**src/rtl/cache_control.sv**
```systemverilog
// Two-way cache controller: serves hits in IDLE, evicts dirty victims, refills lines, and keeps hit/miss statistics.
// Latency: a hit completes in the cycle it is presented; a miss completes in IDLE right after the refill.
// Backpressure: the CPU holds its request until mem_resp; WRITEBACK and ALLOCATE each hold until pmem_resp.
//
// Ports:
//   clk, rst                      clock, asynchronous active-high reset
//   mem_read, mem_write, mem_resp CPU request and completion
//   hit0, hit1, lru, dirty_lru    datapath status
//   load_line .. pmem_addr_sel    datapath control (combinational)
//   pmem_read, pmem_write, pmem_resp  memory-side handshake
//   clear_counts, hit_count, miss_count  statistics (registered, saturating)
module cache_control (
    input  logic        clk,
    input  logic        rst,
    input  logic        mem_read,
    input  logic        mem_write,
    output logic        mem_resp,
    input  logic        hit0,
    input  logic        hit1,
    input  logic        lru,
    input  logic        dirty_lru,
    output logic        load_line,
    output logic        line_way,
    output logic        line_src,
    output logic        load_tag,
    output logic        set_valid,
    output logic        set_dirty,
    output logic        clr_dirty,
    output logic        load_lru,
    output logic        lru_in,
    output logic        pmem_addr_sel,
    output logic        pmem_read,
    output logic        pmem_write,
    input  logic        pmem_resp,
    input  logic        clear_counts,
    output logic [15:0] hit_count,
    output logic [15:0] miss_count
);

    typedef enum logic [1:0] {
        IDLE      = 2'd0,
        WRITEBACK = 2'd1,
        ALLOCATE  = 2'd2
    } state_t;

    state_t      state_q, state_d;
    logic        refill_q, refill_d;
    logic [15:0] hit_count_q, hit_count_d;
    logic [15:0] miss_count_q, miss_count_d;

    logic        req;
    logic        is_write;
    logic        hit;
    logic        hit_way;
    logic        hit_inc;
    logic        miss_inc;

    always_comb begin
        req      = mem_read | mem_write;
        // A simultaneous read and write is handled as a write.
        is_write = mem_write;
        hit      = hit0 | hit1;
        // Way 0 wins when both ways report a hit.
        hit_way  = ~hit0;

        state_d       = state_q;
        refill_d      = refill_q;
        hit_inc       = 1'b0;
        miss_inc      = 1'b0;
        mem_resp      = 1'b0;
        load_line     = 1'b0;
        line_way      = 1'b0;
        line_src      = 1'b0;
        load_tag      = 1'b0;
        set_valid     = 1'b0;
        set_dirty     = 1'b0;
        clr_dirty     = 1'b0;
        load_lru      = 1'b0;
        lru_in        = 1'b0;
        pmem_addr_sel = 1'b0;
        pmem_read     = 1'b0;
        pmem_write    = 1'b0;

        case (state_q)
            IDLE: begin
                if (req) begin
                    if (hit) begin
                        mem_resp = 1'b1;
                        load_lru = 1'b1;
                        lru_in   = ~hit_way;
                        if (is_write) begin
                            load_line = 1'b1;
                            line_way  = hit_way;
                            line_src  = 1'b0;
                            set_dirty = 1'b1;
                        end
                        // The completion that follows a refill belongs to the
                        // miss already counted, so it is not a hit.
                        if (refill_q) begin
                            refill_d = 1'b0;
                        end else begin
                            hit_inc = 1'b1;
                        end
                    end else begin
                        miss_inc = 1'b1;
                        state_d  = dirty_lru ? WRITEBACK : ALLOCATE;
                    end
                end else begin
                    // Request abandoned during the miss: forget the refill.
                    refill_d = 1'b0;
                end
            end
            WRITEBACK: begin
                pmem_write    = 1'b1;
                pmem_addr_sel = 1'b1;
                line_way      = lru;
                if (pmem_resp) begin
                    state_d = ALLOCATE;
                end
            end
            ALLOCATE: begin
                pmem_read     = 1'b1;
                pmem_addr_sel = 1'b0;
                if (pmem_resp) begin
                    load_line = 1'b1;
                    line_way  = lru;
                    line_src  = 1'b1;
                    load_tag  = 1'b1;
                    set_valid = 1'b1;
                    clr_dirty = 1'b1;
                    state_d   = IDLE;
                    refill_d  = 1'b1;
                end
            end
            default: begin
                state_d = IDLE;
            end
        endcase

        // Reset blanks every control output at once, even before the state flop settles.
        if (rst) begin
            mem_resp      = 1'b0;
            load_line     = 1'b0;
            line_way      = 1'b0;
            line_src      = 1'b0;
            load_tag      = 1'b0;
            set_valid     = 1'b0;
            set_dirty     = 1'b0;
            clr_dirty     = 1'b0;
            load_lru      = 1'b0;
            lru_in        = 1'b0;
            pmem_addr_sel = 1'b0;
            pmem_read     = 1'b0;
            pmem_write    = 1'b0;
        end
    end

    // Saturating counters; a clear wins over an increment in the same cycle.
    always_comb begin
        hit_count_d  = hit_count_q;
        miss_count_d = miss_count_q;
        if (clear_counts) begin
            hit_count_d  = 16'h0000;
            miss_count_d = 16'h0000;
        end else begin
            if (hit_inc && (hit_count_q != 16'hFFFF)) begin
                hit_count_d = hit_count_q + 16'h0001;
            end
            if (miss_inc && (miss_count_q != 16'hFFFF)) begin
                miss_count_d = miss_count_q + 16'h0001;
            end
        end
    end

    always_ff @(posedge clk or posedge rst) begin
        if (rst) begin
            state_q      <= IDLE;
            refill_q     <= 1'b0;
            hit_count_q  <= 16'h0000;
            miss_count_q <= 16'h0000;
        end else begin
            state_q      <= state_d;
            refill_q     <= refill_d;
            hit_count_q  <= hit_count_d;
            miss_count_q <= miss_count_d;
        end
    end

    assign hit_count  = hit_count_q;
    assign miss_count = miss_count_q;

endmodule

```
**config.mk**
```make
export PLATFORM = sky130hd
export DESIGN_NAME = cache_control
export DESIGN_NICKNAME = d
export VERILOG_FILES = /design/src/rtl/cache_control.sv
export SDC_FILE = /design/constraint.sdc
export NUM_CORES = 1
export LEC_CHECK = 0
export BUFFER_PORTS_ARGS = -buffer_cell sky130_fd_sc_hd__clkbuf_2
export CAP_MARGIN = 30
export CELL_PAD_IN_SITES_DETAIL_PLACEMENT = 0
export CELL_PAD_IN_SITES_GLOBAL_PLACEMENT = 1
export CORE_ASPECT_RATIO = 2
export CORE_MARGIN = 5
export CORE_UTILIZATION = 39
export DETAILED_ROUTE_END_ITERATION = 16
export PLACE_DENSITY_LB_ADDON = 0.15
export REMOVE_ABC_BUFFERS = 1
export SYNTH_ARGS = -nofsm -noshare
export SYNTH_HDL_FRONTEND = slang
export SYNTH_SLANG_ARGS = --single-unit
```
**constraint.sdc**
```tcl
create_clock -name clk -period 2.6 [get_ports clk]
set_clock_uncertainty 0.05 [all_clocks]
set_input_delay 0.52 -clock clk [delete_from_list [all_inputs] [get_ports clk]]
set_output_delay 0.52 -clock clk [all_outputs]
set_load 0.02 [all_outputs]
```
==> impl_results.md <==
* DRT iter0 DRCs at 88
* Antenna cells at 0
* Hold Violations, Final at 0
* Area Growth Syn to Fin at 19.1%
* RD Place Congestion at around 0.77
* Sw Share at a little under a third
* Clock Latency Late Sink at 0.29 ns
* Final Setup Violations at 0
* Final Non-Filler Cells at around 360
* Register bit total from synthesis at 35
* Crit Path Max Fanout at 23
* FF-to-FF End: hit_count[15]
* Antenna-violating nets left at 0
* Layout cells sized above 1 at between 20% and 30%
* Commonest non-fill, non-tap cell in the layout: clkbuf_2
* Sequential share of power at between 40% and 50%
* Fin. max-slew vios at 0
* Setup slack after layout at 0.380 ns
* Post-synth top flop: dfrtp_1
* Die width at 63.0 microns
* CP required at between 2 and 3 ns
* CP Capture Type: flop
* Die area at approximately 7300 sq um
* Routed vias/inst at roughly 5.8
* Placed cell area at about 2500 sq um
* Max_cap viols at 0
* Avg WL per Cell at approximately 17 microns
* Clk slew on worst S/H paths at ~0.08 ns
* Buffers on Ports at 54
* Vias at approximately 2100
* DP Worst Slack at approximately 0.26 ns
* Cts bufs inserted at 5
* EDFF count, synth at 0
* Fin Setup TNS at 0 ns
* Top-level I/O count at 55
* Vias in the first global route at around 2200
* Reg-to-reg slack, setup at 0.38 ns
* Netlist cell types at 39
* Pwr per Cell Area at ~460 nW/um^2
* P_int at 0.000845 W
* Final nets at approximately 310
* RSZ-0062 raised after global routing: no
* Post-Syn Instances at between 200 and 250
* Post-route DRC at 0
* Commonest non-fill, non-tap cells in the layout: clkbuf_2 (54), dfrtp_1 (35), a21oi_1 (21), nor2_1 (19), nand3_1 (19)
* Clock buffer depth at 2
* Cts hold-fix bufs at 0
* Die height at about 120 microns
* Post-cts resize count at 0
* Setup CP Type: reg2reg
* CTS Root Cell: clkbuf_8
* Asr flop ratio synth at between 90% and 100%
* Drt first pass iters at 4
* Fmax at between 400 and 500 MHz
* Maximum vdd drop at between 0.3 and 0.4 mV
* Total grt overflow at 0
* Row cnt at 38
* P_leak at ~1.1 nW
* R2R cell count at 5
* CP Launch Type: flop
* Core footprint at 5470 sq um
* Design area at ~2600 sq um
* Effective utilization at floorplan at 40.1%
* Max-slew headroom at 46.1%
* Tcrit/Tclk final at between 80% and 90%
* Initial antenna violation count at 0
* CTS tree: built
* Hpwl dp at 4370 microns
* Syn. warnings at 0
* Final Routed Wirelength at just under 6000 microns
* Pin count of the biggest net entering global routing at 40
* Cell count after placement at 350
* CTS H-tree lvls at 2
* Mapped Area at ~2200 sq um
* Worst reg2reg startpoint: state_q[1]
* Worst-Margin Slew at ~0.81 ns
* Worst min path class: in2async
* Arrival @ worst endpoint at 2.35 ns
* Fillers at 570
* Clock power share at around a third
* CTS sink cnt at 35
* Seq/Total Area, Yosys at about two fifths
* NetSw at around 0.00036 W
* First-pass GRT wire length at between 10000 and 15000 microns
* Number of setup buffers added after CTS at 0
* Syn avg cell area at between 8 and 9 sq um
* Comb power frac at 18.8%
* Hold slack at approximately 0.38 ns
* Status: complete, no violations
* GRT Total Usage at between 10% and 20%
* Period minus WS final at around 2.2 ns
==> critical path: stages, from the launching register on <==
cell     delay, ns
dfrtp_1       0.38
or2_4         0.27
or4_1         0.49
buf_4         0.22
nor4_1        0.33
mux2_2        0.37
==> how the worst max path moves through the flow <==
| stage | startpoint | end | slack (ns) | cells after the start |
|---|---|---|---|---|
| CTS | state_q[1] | load_line | 0.34 | 4 |
| global route | state_q[1] | mem_resp | 0.21 | 5 |
| global placement | hit1 | miss_count[11] | 0.29 | 5 |
| floorplan | rst | load_line | -0.34 | 3 |
| finish | state_q[1] | hit_count[15] | 0.38 | 5 |
| detailed placement | hit1 | miss_count[11] | 0.26 | 5 |
==> metal layers <==
metal  share of wire [%]  GRT usage [%]  up-vias  wire length (microns)
li1                    -              -     1034                      -
met1                  37           17.8      999                   2210
met2                  58           33.7       36                   3410
met3                 3.0           2.81        9                    179
met4                 1.8           6.66        0                    106
met5                   0              0        -                      0
==> cells in the mapped netlist (3+ instances only) <==
library cell	instances	area (sq um)
dfrtp_1	35	876
a21oi_1	21	105
nand3_1	19	95.1
nor2_1	19	71.3
or4_1	17	128
nor2b_1	14	87.6
o31ai_1	13	97.6
mux2_2	12	135
nor4_1	12	75.1
clkbuf_1	10	37.5
nand2_1	9	33.8
nand4_1	8	50.1
o21ai_0	8	40.0
and3_1	6	37.5
buf_4	5	37.5
and4_1	4	35.0
inv_1	3	11.3
or3_1	3	18.8
==> final cells by class <==
type / count / area (sq um) / area share [%]
well taps: 60 / 75.1 / 2.87
repair buffers: 64 / 358 / 13.7
clock inverters: 1 / 5.00 / 0.191
flip-flops and latches: 35 / 876 / 33.5
inverters: 3 / 11.3 / 0.431
multi-input cells: 188 / 1210 / 46.1
clock buffers: 6 / 82.6 / 3.16
==> flip-flops by register name, summed over array words and instances (netlist names) <==
name and flops:
hit_count 16, miss_count 16, state_q 2, refill_q 1
==> cells by family after synthesis <==
family | synth area share, %
buf+inv | 5.42
mux | 6.16
compound gates | 13.5
fa+ha+maj | 1.14
simple gates | 33.9
flops | 39.9
==> power by group through the flow <==
stage          registers, W  clock network, W  logic (W)
2_1_floorplan      0.000597                 0   0.000118
3_3_place_gp       0.000586                 0   0.000230
3_5_place_dp       0.000586                 0   0.000230
4_1_cts            0.000576          0.000417   0.000230
5_1_grt            0.000579          0.000442   0.000256
6_report           0.000575          0.000405   0.000227
==> through the flow <==
| stage | power [W] | util, % |
|---|---|---|
| global route | 0.00128 | 47.8 |
| finish | 0.00121 | 47.8 |
| global placement | 0.000815 | 46.2 |
| CTS | 0.00122 | 47.8 |
| floorplan | 0.000715 | - |
| detailed placement | 0.000816 | 46.2 |
No activity file was read; power rests on OpenSTA's default activity.
